**src/rtl/pool_ctrl_gen.sv**
```systemverilog
// pool_ctrl_gen: K x K stride-K pooling address/control sequencer.
// Walks ch/oy/ox/ky/kx and delays strobes by the source RAM latency.
module pool_ctrl_gen #(
  parameter int IN_W    = 10,
  parameter int IN_H    = 10,
  parameter int K       = 2,
  parameter int CH      = 16,
  parameter int RD_LAT  = 1,
  parameter int RADDR_W = 11,
  parameter int WADDR_W = 9
) (
  input  logic               clk,
  input  logic               rst_n,
  input  logic               pool_start,
  input  logic               pool_mode,
  input  logic               pool_stall,
  input  logic               pool_abort,
  output logic [RADDR_W-1:0] src_raddr,
  output logic               src_rd_en,
  output logic [WADDR_W-1:0] dst_waddr,
  output logic               dst_wr_en,
  output logic               pool_clr,
  output logic               pool_mode_o,
  output logic               pool_busy,
  output logic               pool_done
);

  localparam int OUT_W = IN_W / K;
  localparam int OUT_H = IN_H / K;
  localparam int KW = (K > 1) ? $clog2(K) : 1;
  localparam int XW = (OUT_W > 1) ? $clog2(OUT_W) : 1;
  localparam int YW = (OUT_H > 1) ? $clog2(OUT_H) : 1;
  localparam int CW = (CH > 1) ? $clog2(CH) : 1;
  localparam int DW = $clog2(RD_LAT + 3);

  if (K < 2 || K > 4) begin : g_bad_k
    $error("pool_ctrl_gen: K must be 2..4");
  end
  if ((IN_W % K) != 0 || (IN_H % K) != 0) begin : g_bad_map
    $error("pool_ctrl_gen: IN_W and IN_H must be multiples of K");
  end
  if (RD_LAT < 1 || RD_LAT > 3) begin : g_bad_lat
    $error("pool_ctrl_gen: RD_LAT must be 1..3");
  end
  if (CH < 1) begin : g_bad_ch
    $error("pool_ctrl_gen: CH must be at least 1");
  end
  if ((longint'(CH) * IN_W * IN_H) > (longint'(1) << RADDR_W))
  begin : g_bad_raw
    $error("pool_ctrl_gen: RADDR_W too small");
  end
  if ((longint'(CH) * OUT_W * OUT_H) > (longint'(1) << WADDR_W))
  begin : g_bad_waw
    $error("pool_ctrl_gen: WADDR_W too small");
  end

  typedef enum logic [1:0] {
    IDLE  = 2'd0,
    RUN   = 2'd1,
    DRAIN = 2'd2,
    DONE  = 2'd3
  } state_t;

  state_t state_q, state_d;

  logic [KW-1:0] kx_q, ky_q;
  logic [XW-1:0] ox_q;
  logic [YW-1:0] oy_q;
  logic [CW-1:0] ch_q;
  logic [DW-1:0] drn_q;

  logic kx_l, ky_l, ox_l, oy_l, ch_l;
  logic last, issue, start_ok, first_el;

  logic [RADDR_W-1:0] raddr_n;
  logic [WADDR_W-1:0] waddr_n;

  logic [RD_LAT:0]    clr_sr;
  logic [RD_LAT+1:0]  wr_sr;
  logic [WADDR_W-1:0] waddr_sr [RD_LAT+2];

  assign kx_l = (kx_q == KW'(K - 1));
  assign ky_l = (ky_q == KW'(K - 1));
  assign ox_l = (ox_q == XW'(OUT_W - 1));
  assign oy_l = (oy_q == YW'(OUT_H - 1));
  assign ch_l = (ch_q == CW'(CH - 1));
  assign last = kx_l & ky_l & ox_l & oy_l & ch_l;
  assign first_el = (kx_q == '0) & (ky_q == '0);

  assign issue = (state_q == RUN) & ~pool_stall & ~pool_abort;
  assign start_ok = (state_q == IDLE) & pool_start & ~pool_abort;

  assign raddr_n = RADDR_W'(
    32'(ch_q) * 32'(IN_W * IN_H) +
    (32'(oy_q) * 32'(K) + 32'(ky_q)) * 32'(IN_W) +
    32'(ox_q) * 32'(K) + 32'(kx_q));

  assign waddr_n = WADDR_W'(
    32'(ch_q) * 32'(OUT_W * OUT_H) +
    32'(oy_q) * 32'(OUT_W) + 32'(ox_q));

  always_ff @(posedge clk or negedge rst_n) begin
    if (!rst_n) begin
      state_q <= IDLE;
    end else begin
      state_q <= state_d;
    end
  end

  // DRAIN holds until the last write strobe has left the delay line
  always_comb begin
    state_d = state_q;
    if (pool_abort) begin
      state_d = IDLE;
    end else begin
      unique case (state_q)
        IDLE:    if (pool_start) state_d = RUN;
        RUN:     if (issue && last) state_d = DRAIN;
        DRAIN:   if (drn_q == DW'(RD_LAT + 1)) state_d = DONE;
        DONE:    state_d = IDLE;
        default: state_d = IDLE;
      endcase
    end
  end

  always_ff @(posedge clk or negedge rst_n) begin
    if (!rst_n) begin
      drn_q <= '0;
    end else if (state_q == DRAIN && !pool_abort) begin
      drn_q <= drn_q + 1'b1;
    end else begin
      drn_q <= '0;
    end
  end

  always_ff @(posedge clk or negedge rst_n) begin
    if (!rst_n) begin
      kx_q <= '0;
      ky_q <= '0;
      ox_q <= '0;
      oy_q <= '0;
      ch_q <= '0;
    end else if (start_ok || pool_abort) begin
      kx_q <= '0;
      ky_q <= '0;
      ox_q <= '0;
      oy_q <= '0;
      ch_q <= '0;
    end else if (issue) begin
      kx_q <= kx_l ? '0 : kx_q + 1'b1;
      if (kx_l) begin
        ky_q <= ky_l ? '0 : ky_q + 1'b1;
        if (ky_l) begin
          ox_q <= ox_l ? '0 : ox_q + 1'b1;
          if (ox_l) begin
            oy_q <= oy_l ? '0 : oy_q + 1'b1;
            if (oy_l) begin
              ch_q <= ch_l ? '0 : ch_q + 1'b1;
            end
          end
        end
      end
    end
  end

  always_ff @(posedge clk or negedge rst_n) begin
    if (!rst_n) begin
      pool_mode_o <= 1'b0;
    end else if (start_ok) begin
      pool_mode_o <= pool_mode;
    end
  end

  // markers ride with each issued element; abort flushes them
  always_ff @(posedge clk or negedge rst_n) begin
    if (!rst_n) begin
      src_rd_en <= 1'b0;
      src_raddr <= '0;
      clr_sr    <= '0;
      wr_sr     <= '0;
    end else if (pool_abort) begin
      src_rd_en <= 1'b0;
      clr_sr    <= '0;
      wr_sr     <= '0;
    end else begin
      src_rd_en <= issue;
      if (issue) src_raddr <= raddr_n;
      clr_sr <= {clr_sr[RD_LAT-1:0], issue & first_el};
      wr_sr  <= {wr_sr[RD_LAT:0], issue & kx_l & ky_l};
    end
  end

  always_ff @(posedge clk or negedge rst_n) begin
    if (!rst_n) begin
      for (int i = 0; i < RD_LAT + 2; i++) waddr_sr[i] <= '0;
    end else begin
      waddr_sr[0] <= waddr_n;
      for (int i = 1; i < RD_LAT + 2; i++) waddr_sr[i] <= waddr_sr[i-1];
    end
  end

  assign pool_clr  = clr_sr[RD_LAT];
  assign dst_wr_en = wr_sr[RD_LAT+1];
  assign dst_waddr = waddr_sr[RD_LAT+1];
  assign pool_busy = (state_q != IDLE);
  assign pool_done = (state_q == DONE);

endmodule

```
**config.mk**
```make
export PLATFORM = sky130hd
export DESIGN_NAME = pool_ctrl_gen
export DESIGN_NICKNAME = d
export VERILOG_FILES = /design/src/rtl/pool_ctrl_gen.sv
export SDC_FILE = /design/constraint.sdc
export NUM_CORES = 1
export LEC_CHECK = 0
export CORE_MARGIN = 3
export CORE_UTILIZATION = 57
export DETAILED_ROUTE_END_ITERATION = 10
export PLACE_DENSITY = 0.9
export SLEW_MARGIN = 20
export SYNTH_ARGS = -nofsm -noshare
export SYNTH_HDL_FRONTEND = slang
export SYNTH_SLANG_ARGS = --single-unit
```
**constraint.sdc**
```tcl
create_clock -name clk -period 3.8 [get_ports clk]
set_clock_uncertainty 0.2 [all_clocks]
set_input_delay 0.95 -clock clk [delete_from_list [all_inputs] [get_ports clk]]
set_output_delay 0.95 -clock clk [all_outputs]
set_load 0.03 [all_outputs]
```
# After elaboration in Yosys (flattened, before gate mapping)
# Index checks and enable logic that the tools add are counted.
# W data, S select, Z words.
# totals
latchBits,0
regBits,61
ramBits,0
out_inout_bits,26
n_memories,0
word_cells,108
rom_bits,0
input_bits,6
# classes
addsub,12
n_bitwise,16
mul,4
n_div,0
muxes,34
n_eq_ne,10
order_cmp,0
reduce_logical,17
shift,0
# op_table
op,n
$mux W3,12
$mux W4,7
$mul A4 B5 Y9 const B,2
$and A1 B1 Y1,12
$mux W2,6
$reduce_bool A2 Y1,6
$add A11 B1 Y11,1
$add A11 B4 Y11,1
$add A11 B9 Y11,1
$add A9 B3 Y9,1
$add A9 B6 Y9,1
$mul A5 B3 Y8 const B,1
$mux W1,8
$pmux W2 S4,1
$add A3 B1 Y3 const B,2
$eq A2 B2 Y1 const B,3
$eq A3 B3 Y1 const B,2
$mul A3 B3 Y6 const B,1
$ne A3 B3 Y1 const B,2
$reduce_and A3 Y1,2
$add A4 B1 Y5,1
$reduce_and A5 Y1,1
$add A4 B1 Y4 const B,1
$eq A4 B4 Y1 const B,1
11 further kinds,17

# Logic depth before layout (Yosys ltp)
# Gate-level depths: netlist (run 1).
# logic_depth
ltp_word,8
ltp_mapped,12
ltp_nobuf,12

# Worst setup path before layout (run 1)
# OpenSTA, ideal clock, no wires.
# synth_timing
path_kind,reg-to-reg
startpoint,reg oy_q[0]
endpoint,reg waddr_sr[26] (netlist name)
path_slack_ns,0.376
arrival_ns,3.144
path_buffers,0
period_less_slack_ns,3.424
setup_time_ns,0.080
path_stages_with_launch,11
required_time_ns,3.520
path_cell_list,dfrtp_1 > ha_1 > fa_1 > fa_1 > ha_1 > fa_1 > a21o_1 > a21oi_1 > o21bai_1 > a21oi_1 > xnor2_1
# synth_via
elab_chain_len,3
# synth_lines
element,line,text
"start, declared",68,logic [YW-1:0] oy_q;
"start signal, assigned",156,oy_q <= oy_l ? '0 : oy_q + 1'b1;
$mul A3 B3 Y6,100,32'(oy_q) * 32'(OUT_W) + 32'(ox_q));
$add A9 B6 Y9,99,32'(ch_q) * 32'(OUT_W * OUT_H) +
$add A9 B3 Y9,100,
named net waddr_n[8],76,logic [WADDR_W-1:0] waddr_n;
"end, declared",80,logic [WADDR_W-1:0] waddr_sr [RD_LAT+2];
# The timed path passes the listed nets, and every way through them passes these cells.
# A chain may end at the register's enable or synchronous reset.

# Worst setup path after layout (run 1)
# layout_timing
startpoint,reg oy_q[2]
endpoint,reg waddr_sr[26] (netlist name)
# Same word-level chain as after synthesis.

==> key figures, run 1 <==
Status
  – Run status: completed

GRT
  – Largest net degree at the start of global routing: 62
  – Gr ovfl total: 0
  – GR Util All Layers: a little over a fifth
  – First-pass GRT wire length: 11.6 mm
  – Vias in the first global route: approximately 2400
  – Initial antenna violation count: 0

Placement
  – Detailed Place HPWL: around 4.6 mm
  – Place WS: approximately 0.19 ns
  – Inst Count DP: 398
  – Placer Congestion: about 0.85
  – Number of buffers added on ports: 31

Clock tree
  – CTS Sinks: roughly 60
  – Root buf cell: clkbuf_8
  – TritonCTS clock tree: yes
  – CTS Buf Count: 9
  – Hold-fix buffers, CTS: 0
  – CTS Buffer Depth: 2
  – CTS clk-pin slew, worst paths: ~0.07 ns
  – Clk_lat worst skew: 0.34 ns
  – H-tree depth: 3

Layout
  – Most frequent cells in the layout: dfrtp_1 (61), ha_1 (53), clkdlybuf4s50_1 (30), inv_1 (26), nand2_1 (25)
  – Commonest non-fill, non-tap cell in the layout: dfrtp_1
  – Multi-input gate area: between 1500 and 2000 um^2
  – Fin cells: about 410
  – Register area: approximately 1500 um^2
  – Final net count: a little over 400
  – Antenna Cells: 0
  – Core Util, Final: between 70% and 80%
  – Area growth, synth to finish: 16.2%
  – Layout cell share with drive strength beyond 1: under 10%
  – Fillcell total: between 300 and 400

Worst setup path
  – Worst Path Arrival: 3.67 ns
  – R2r endpoint: waddr_sr[26]
  – Worst path slowest cell: dfrtp_1
  – Cell family with most CP delay: adder cells
  – CP cell instances: ha_1 -> fa_1 -> fa_1 -> ha_1 -> fa_1 -> a21o_1 -> a21oi_2 -> o21bai_1 -> a21oi_1 -> xnor2_1
  – WS Path Type: reg -> reg
  – Crit start category: flip-flop
  – Crit-path most repeated cell: fa_1
  – Crit Reg-Reg Startpoint: oy_q[2]
  – Flop2flop setup slack: 0.19 ns
  – Worst Path Required: 3.86 ns
  – CP Capture Type: flip-flop
  – Max FO, Critical Path: 8
  – Buf/Inv on CP: 0
  – Slowest stage delay, CP: approximately 0.5 ns
  – Reg2Reg Depth: 10

Detailed routing
  – Routed Antenna Nets: 0
  – Drt drc: 0
  – Routed len/inst: ~16 um
  – Starting DRT DRC Count: 98
  – Vias/cell: between 5 and 6
  – Met2 wire length: roughly 3.4 mm
  – Wirelength, routed: about 6.6 mm
  – Initial DRT Pass Iterations: 5
  – Metal3 WL: 305 um
  – Post-Route M1 WL: about 2.7 mm
  – DR top layer: met4
  – Vias: about 2300

Synthesis
  – Netlist Area Pre-Place: between 3000 and 4000 um^2
  – Fraction of registers with async set/reset: 100%
  – Post-synthesis cell type count: slightly above 40
  – Top FF cell, synth: dfrtp_1
  – Register area share after synthesis: 44.4%
  – EDFF count, synth: 0
  – Total nets after synthesis: between 300 and 400
  – Syn Area/Cell: about 11 um^2
  – Syn Inst Count: 304
  – Synth Warn #: 0
  – Synthesis-stage register bit count: 61

Timing
  – Setup ws final: roughly 0.19 ns
  – Tightest Pin Transition: 0.758 ns
  – Final Slew Violations: 0
  – Hold_ws: 0.150 ns
  – Slew Limit Headroom: between 40% and 50%
  – Fin crit period: 3.61 ns
  – Final period util: a little over nine tenths
  – Hold Violations, Final: 0
  – # setup viols final: 0
  – Fmax: 0.277 GHz
  – RSZ-0062 raised after global routing: false
  – Final setup TNS: 0 ns

Floorplanning
  – Die X: roughly 84 um
  – Io pins: 32
  – Die ar.: 6990 um^2
  – Core area: about 5700 um^2
  – Initial Utilization: approximately three fifths
  – Die Y: 83.6 um
  – Num rows: 27

Hold path
  – Hold Crit Depth: 0
  – Hold EP: dst_waddr[0]
  – Min-delay src: waddr_sr[9]
  – HP Class: reg -> reg

Power
  – Leak: 0.00214 uW
  – Peak supply drop: around 0.32 mV
  – Power per Cell Area: 389 nW/um^2

Flow run
  – Max Cap Viol: 0
## kinds of logic after synthesis
group / after synthesis / share of synthesized area (%)
adders and majority gates: 64 / 25.7
AOI/OAI and AO/OA: 59 / 10.7
buffers and inverters: 40 / 5.39
and+or+nand+nor: 62 / 9.00
muxes: 3 / 0.911
xor gates and xnor gates: 15 / 3.83
DFF: 61 / 44.4
## through the flow
stage	total power, uW	cell area, um^2
floorplan	870	3430
global placement	952	3780
detailed placement	971	3780
CTS	1570	3990
global route	1630	3990
finish	1550	3990
## layer usage
metal  track usage, %  up-vias
met5                0        -
met2             35.6       69
met1             24.9     1134
li1                 -     1101
met3             5.23       17
met4             9.06        0
## sequential cells by signal (all words and copies together), names as in the netlist
register,count
kx_l,1
state_q,2
ky_l,1
pool_mode_o,1
waddr_sr,18
oy_q,3
src_raddr,11
drn_q,2
ox_q,3
dst_waddr,9
ch_q,4
clr_sr,2
wr_sr,3
src_rd_en,1
## synthesized netlist by cell type (all sizes together) (2+ instances only)
cell | count | area [um^2]
a21oi | 18 | 90.1
o21ai | 14 | 70.1
dfrtp | 61 | 1530
o31ai | 2 | 15.0
nand2 | 26 | 100
nor3 | 6 | 30.0
mux2i | 2 | 20.0
nor4 | 2 | 27.5
buf | 10 | 72.6
nor2b | 3 | 18.8
xnor2 | 8 | 70.1
a21o | 6 | 45.0
a221oi | 2 | 17.5
a31oi | 2 | 12.5
nor2 | 10 | 37.5
and2b | 3 | 22.5
a211oi | 4 | 30.0
xor2 | 7 | 61.3
o21bai | 3 | 22.5
o21a | 3 | 22.5
ha | 53 | 663
nand3 | 6 | 30.0
clkbuf | 3 | 11.3
inv | 26 | 97.6
fa | 11 | 220
## final cells by class
class / count / area share (%)
multi-input combinational: 203 / 43.3
clock inverter: 5 / 1.47
inverter: 27 / 2.54
clock buffer: 11 / 3.79
tap: 72 / 2.26
timing repair buffer: 35 / 8.40
sequential: 61 / 38.3
## where the power goes
group / total, uW / switching, uW / internal, uW / leakage, uW
registers: 698 / 19.7 / 678 / 0.000846
clock network: 595 / 257 / 338 / 0.000102
logic: 261 / 162 / 99.3 / 0.00119
total: 1550 / 439 / 1120 / 0.00214
## worst max path at each step
| stage | start | end | depth (start not counted) |
|---|---|---|---|
| 3_5_place_dp | oy_q[0] | waddr_sr[26] | 11 |
| 2_1_floorplan | oy_q[0] | waddr_sr[26] | 10 |
| 4_1_cts | oy_q[0] | waddr_sr[26] | 11 |
| 6_report | oy_q[2] | waddr_sr[26] | 10 |
| 3_3_place_gp | oy_q[0] | waddr_sr[26] | 10 |
| 5_1_grt | oy_q[0] | src_raddr[10] | 11 |
## timing repair
| action | CTS | global route |
|---|---|---|
| resized for setup | 0 | 1 |
| endpoints found under the setup margin | 0 | 1 |
| buffers inserted | 0 | 0 |
| endpoints found under the hold margin | 0 | 0 |
Note: power is estimated with default switching activity, not from simulation.
==> run 2, diff against run 1 <==
--- a/config.mk
+++ b/config.mk
@@ -6,9 +6,10 @@
 export NUM_CORES = 1
 export LEC_CHECK = 0
 export CORE_MARGIN = 3
-export CORE_UTILIZATION = 57
+export CORE_UTILIZATION = 40
 export DETAILED_ROUTE_END_ITERATION = 10
-export PLACE_DENSITY = 0.9
+export PLACE_DENSITY = 0.7
+export SETUP_SLACK_MARGIN = 0.4
 export SLEW_MARGIN = 20
 export SYNTH_ARGS = -nofsm -noshare
 export SYNTH_HDL_FRONTEND = slang
==> key figures, run 2 (same netlist as run 1, synthesis figures left out) <==
Status
  – Run status: completed

Placement
  – Place WS: 0.198 ns
  – Detailed Place HPWL: 4.55 mm
  – Placer Congestion: approximately 0.83
  – Number of buffers added on ports: 31

Timing
  – Final Slew Violations: 0
  – Tightest Pin Transition: approximately 0.62 ns
  – # setup viols final: 0
  – Fin crit period: 3.39 ns
  – Final period util: between 80% and 90%
  – Fmax: about 0.29 GHz
  – Final setup TNS: 0 ns
  – Slew Limit Headroom: between 50% and 60%
  – Setup ws final: 0.409 ns
  – Hold Violations, Final: 0
  – RSZ-0062 raised after global routing: false

Layout
  – Antenna Cells: 0
  – Commonest non-fill, non-tap cell in the layout: dfrtp_1
  – Area growth, synth to finish: 21.3%
  – Largest reg by FF count: waddr_sr
  – Most frequent cells in the layout: dfrtp_1 (56), ha_1 (48), clkdlybuf4s50_1 (30), inv_1 (26), nand2_1 (25)
  – Register area: 1530 um^2
  – Final net count: roughly 420
  – Multi-input gate area: about 1800 um^2
  – Layout cell share with drive strength beyond 1: 13.1%
  – Fillcell total: 763
  – Max reg flops: 18

Worst setup path
  – Worst Path Required: between 3 and 4 ns
  – Crit start category: flip-flop
  – CP Capture Type: flip-flop
  – Worst Path Arrival: around 3.4 ns
  – Worst Setup SP: oy_q[1]
  – Max FO, Critical Path: 4
  – R2r endpoint: waddr_sr[26]
  – Crit Reg-Reg Startpoint: oy_q[1]
  – Crit path capture: waddr_sr[26]
  – Flop2flop setup slack: roughly 0.41 ns
  – WS Path Type: reg -> reg
  – Reg2Reg Depth: 10

Clock tree
  – Hold-fix buffers, CTS: 0
  – CTS Buf Count: 9
  – TritonCTS clock tree: yes
  – CTS Buffer Depth: 2
  – Clk_lat worst skew: 0.34 ns
  – Root buf cell: clkbuf_8
  – CTS clk-pin slew, worst paths: around 0.07 ns
  – H-tree depth: 3
  – CTS Sinks: between 60 and 70

Floorplanning
  – Die X: between 90 and 100 um
  – Die ar.: ~9700 um^2
  – Num rows: 33
  – Initial Utilization: approximately two fifths
  – Die Y: about 99 um
  – Core area: 8260 um^2
  – Io pins: 32

Detailed routing
  – Drt drc: 0
  – Vias/cell: just over 5
  – Routed len/inst: approximately 14 um
  – Starting DRT DRC Count: slightly above 80
  – Wirelength, routed: 6.45 mm
  – Metal3 WL: 276 um
  – Vias: ~2300
  – DR top layer: met4
  – Post-Route M1 WL: a little under 3 mm
  – Routed Antenna Nets: 0
  – Initial DRT Pass Iterations: 4
  – Met2 wire length: approximately 3.1 mm

Power
  – Leak: 0.00217 uW
  – Total Power: ~1600 uW
  – Peak supply drop: around 0.17 mV
  – Power per Cell Area: between 300 and 400 nW/um^2

GRT
  – First-pass GRT wire length: between 10 and 15 mm
  – Initial antenna violation count: 0
  – Gr ovfl total: 0
  – GR Util All Layers: about 14%
  – Largest net degree at the start of global routing: 27
  – Vias in the first global route: 2346

Flow run
  – Max Cap Viol: 0

Hold path
  – Hold Crit Depth: 0
  – HP Class: reg -> reg
[run 2: cell types whose count changed in the layout (fill, tap and decap cells not counted), moves of 2 or more]
| cell | delta |
|---|---|
| ha_1 | -5 |
| ha_4 | +3 |
| buf_4 | +9 |
| ha_2 | +2 |
| dfrtp_1 | -5 |
| dfrtp_2 | +5 |
[run 2: routing by layer]
metal,global-route usage [%],vias up
li1,-,1118
met1,17.9,1154
met2,23.1,48
met3,4.53,7
met4,5.99,0
met5,0,-
[run 2: where the power goes]
group          internal [uW]  switching, uW  leakage [uW]
Clock                    385            257      0.000112
Sequential               678           20.5      0.000838
Combinational           98.8            154       0.00122
Total                   1160            431       0.00217
[run 2: worst max-delay path, cell delays in order (launching register included)]
cell	delay, ns
dfrtp_2	0.42
buf_4	0.16
fa_1	0.57
fa_1	0.47
ha_4	0.28
fa_2	0.39
a21o_1	0.20
a21oi_2	0.15
o21bai_1	0.07
a21oi_1	0.21
xnor2_1	0.18
[run 2: how the worst min path moves through the flow]
stage / from / endpoint / slack (ns)
finish: waddr_sr[22] / waddr_sr[13] / 0.15
CTS: waddr_sr[22] / waddr_sr[13] / 0.15
detailed placement: waddr_sr[16] / dst_waddr[7] / 0.13
global route: waddr_sr[18] / waddr_sr[9] / 0.16
floorplan: waddr_sr[9] / dst_waddr[0] / 0.13
global placement: waddr_sr[10] / dst_waddr[1] / 0.13
[run 2: final cells by class]
| cell class | instances | share of cell area [%] |
|---|---|---|
| Clock inverter | 6 | 2.07 |
| Multi-Input combinational cell | 203 | 42.6 |
| Tap cell | 105 | 3.15 |
| Sequential cell | 61 | 36.8 |
| Clock buffer | 10 | 3.30 |
| Timing Repair Buffer | 44 | 9.67 |
| Inverter | 27 | 2.43 |
[run 2: metrics by stage]
| step | area (um^2) | instances | hold slack, ns | util (%) |
|---|---|---|---|---|
| after floorplan | 3440 | 304 | 0.131 | - |
| after global placement | 3830 | 432 | 0.133 | 46.3 |
| after detailed placement | 3830 | 432 | 0.135 | 46.3 |
| after CTS | 4120 | 452 | 0.148 | 49.9 |
| after global routing | 4170 | 456 | 0.156 | 50.5 |
| final | 4170 | 456 | 0.146 | 50.5 |
[run 2: what timing repair did]
item                       4_1_cts  5_1_grt
setup endpoints to repair        3        4
gates resized for setup          8        5
pin swaps                        1        7
buffers inserted                 4        4
==> run 3, diff against run 2 <==
--- a/config.mk
+++ b/config.mk
@@ -7,6 +7,7 @@
 export LEC_CHECK = 0
 export CORE_MARGIN = 3
 export CORE_UTILIZATION = 40
+export CTS_CLUSTER_DIAMETER = 120
 export DETAILED_ROUTE_END_ITERATION = 10
 export PLACE_DENSITY = 0.7
 export SETUP_SLACK_MARGIN = 0.4
==> results of run 3 <==
The final DEF is identical to that of run 2; final timing and power are the same.
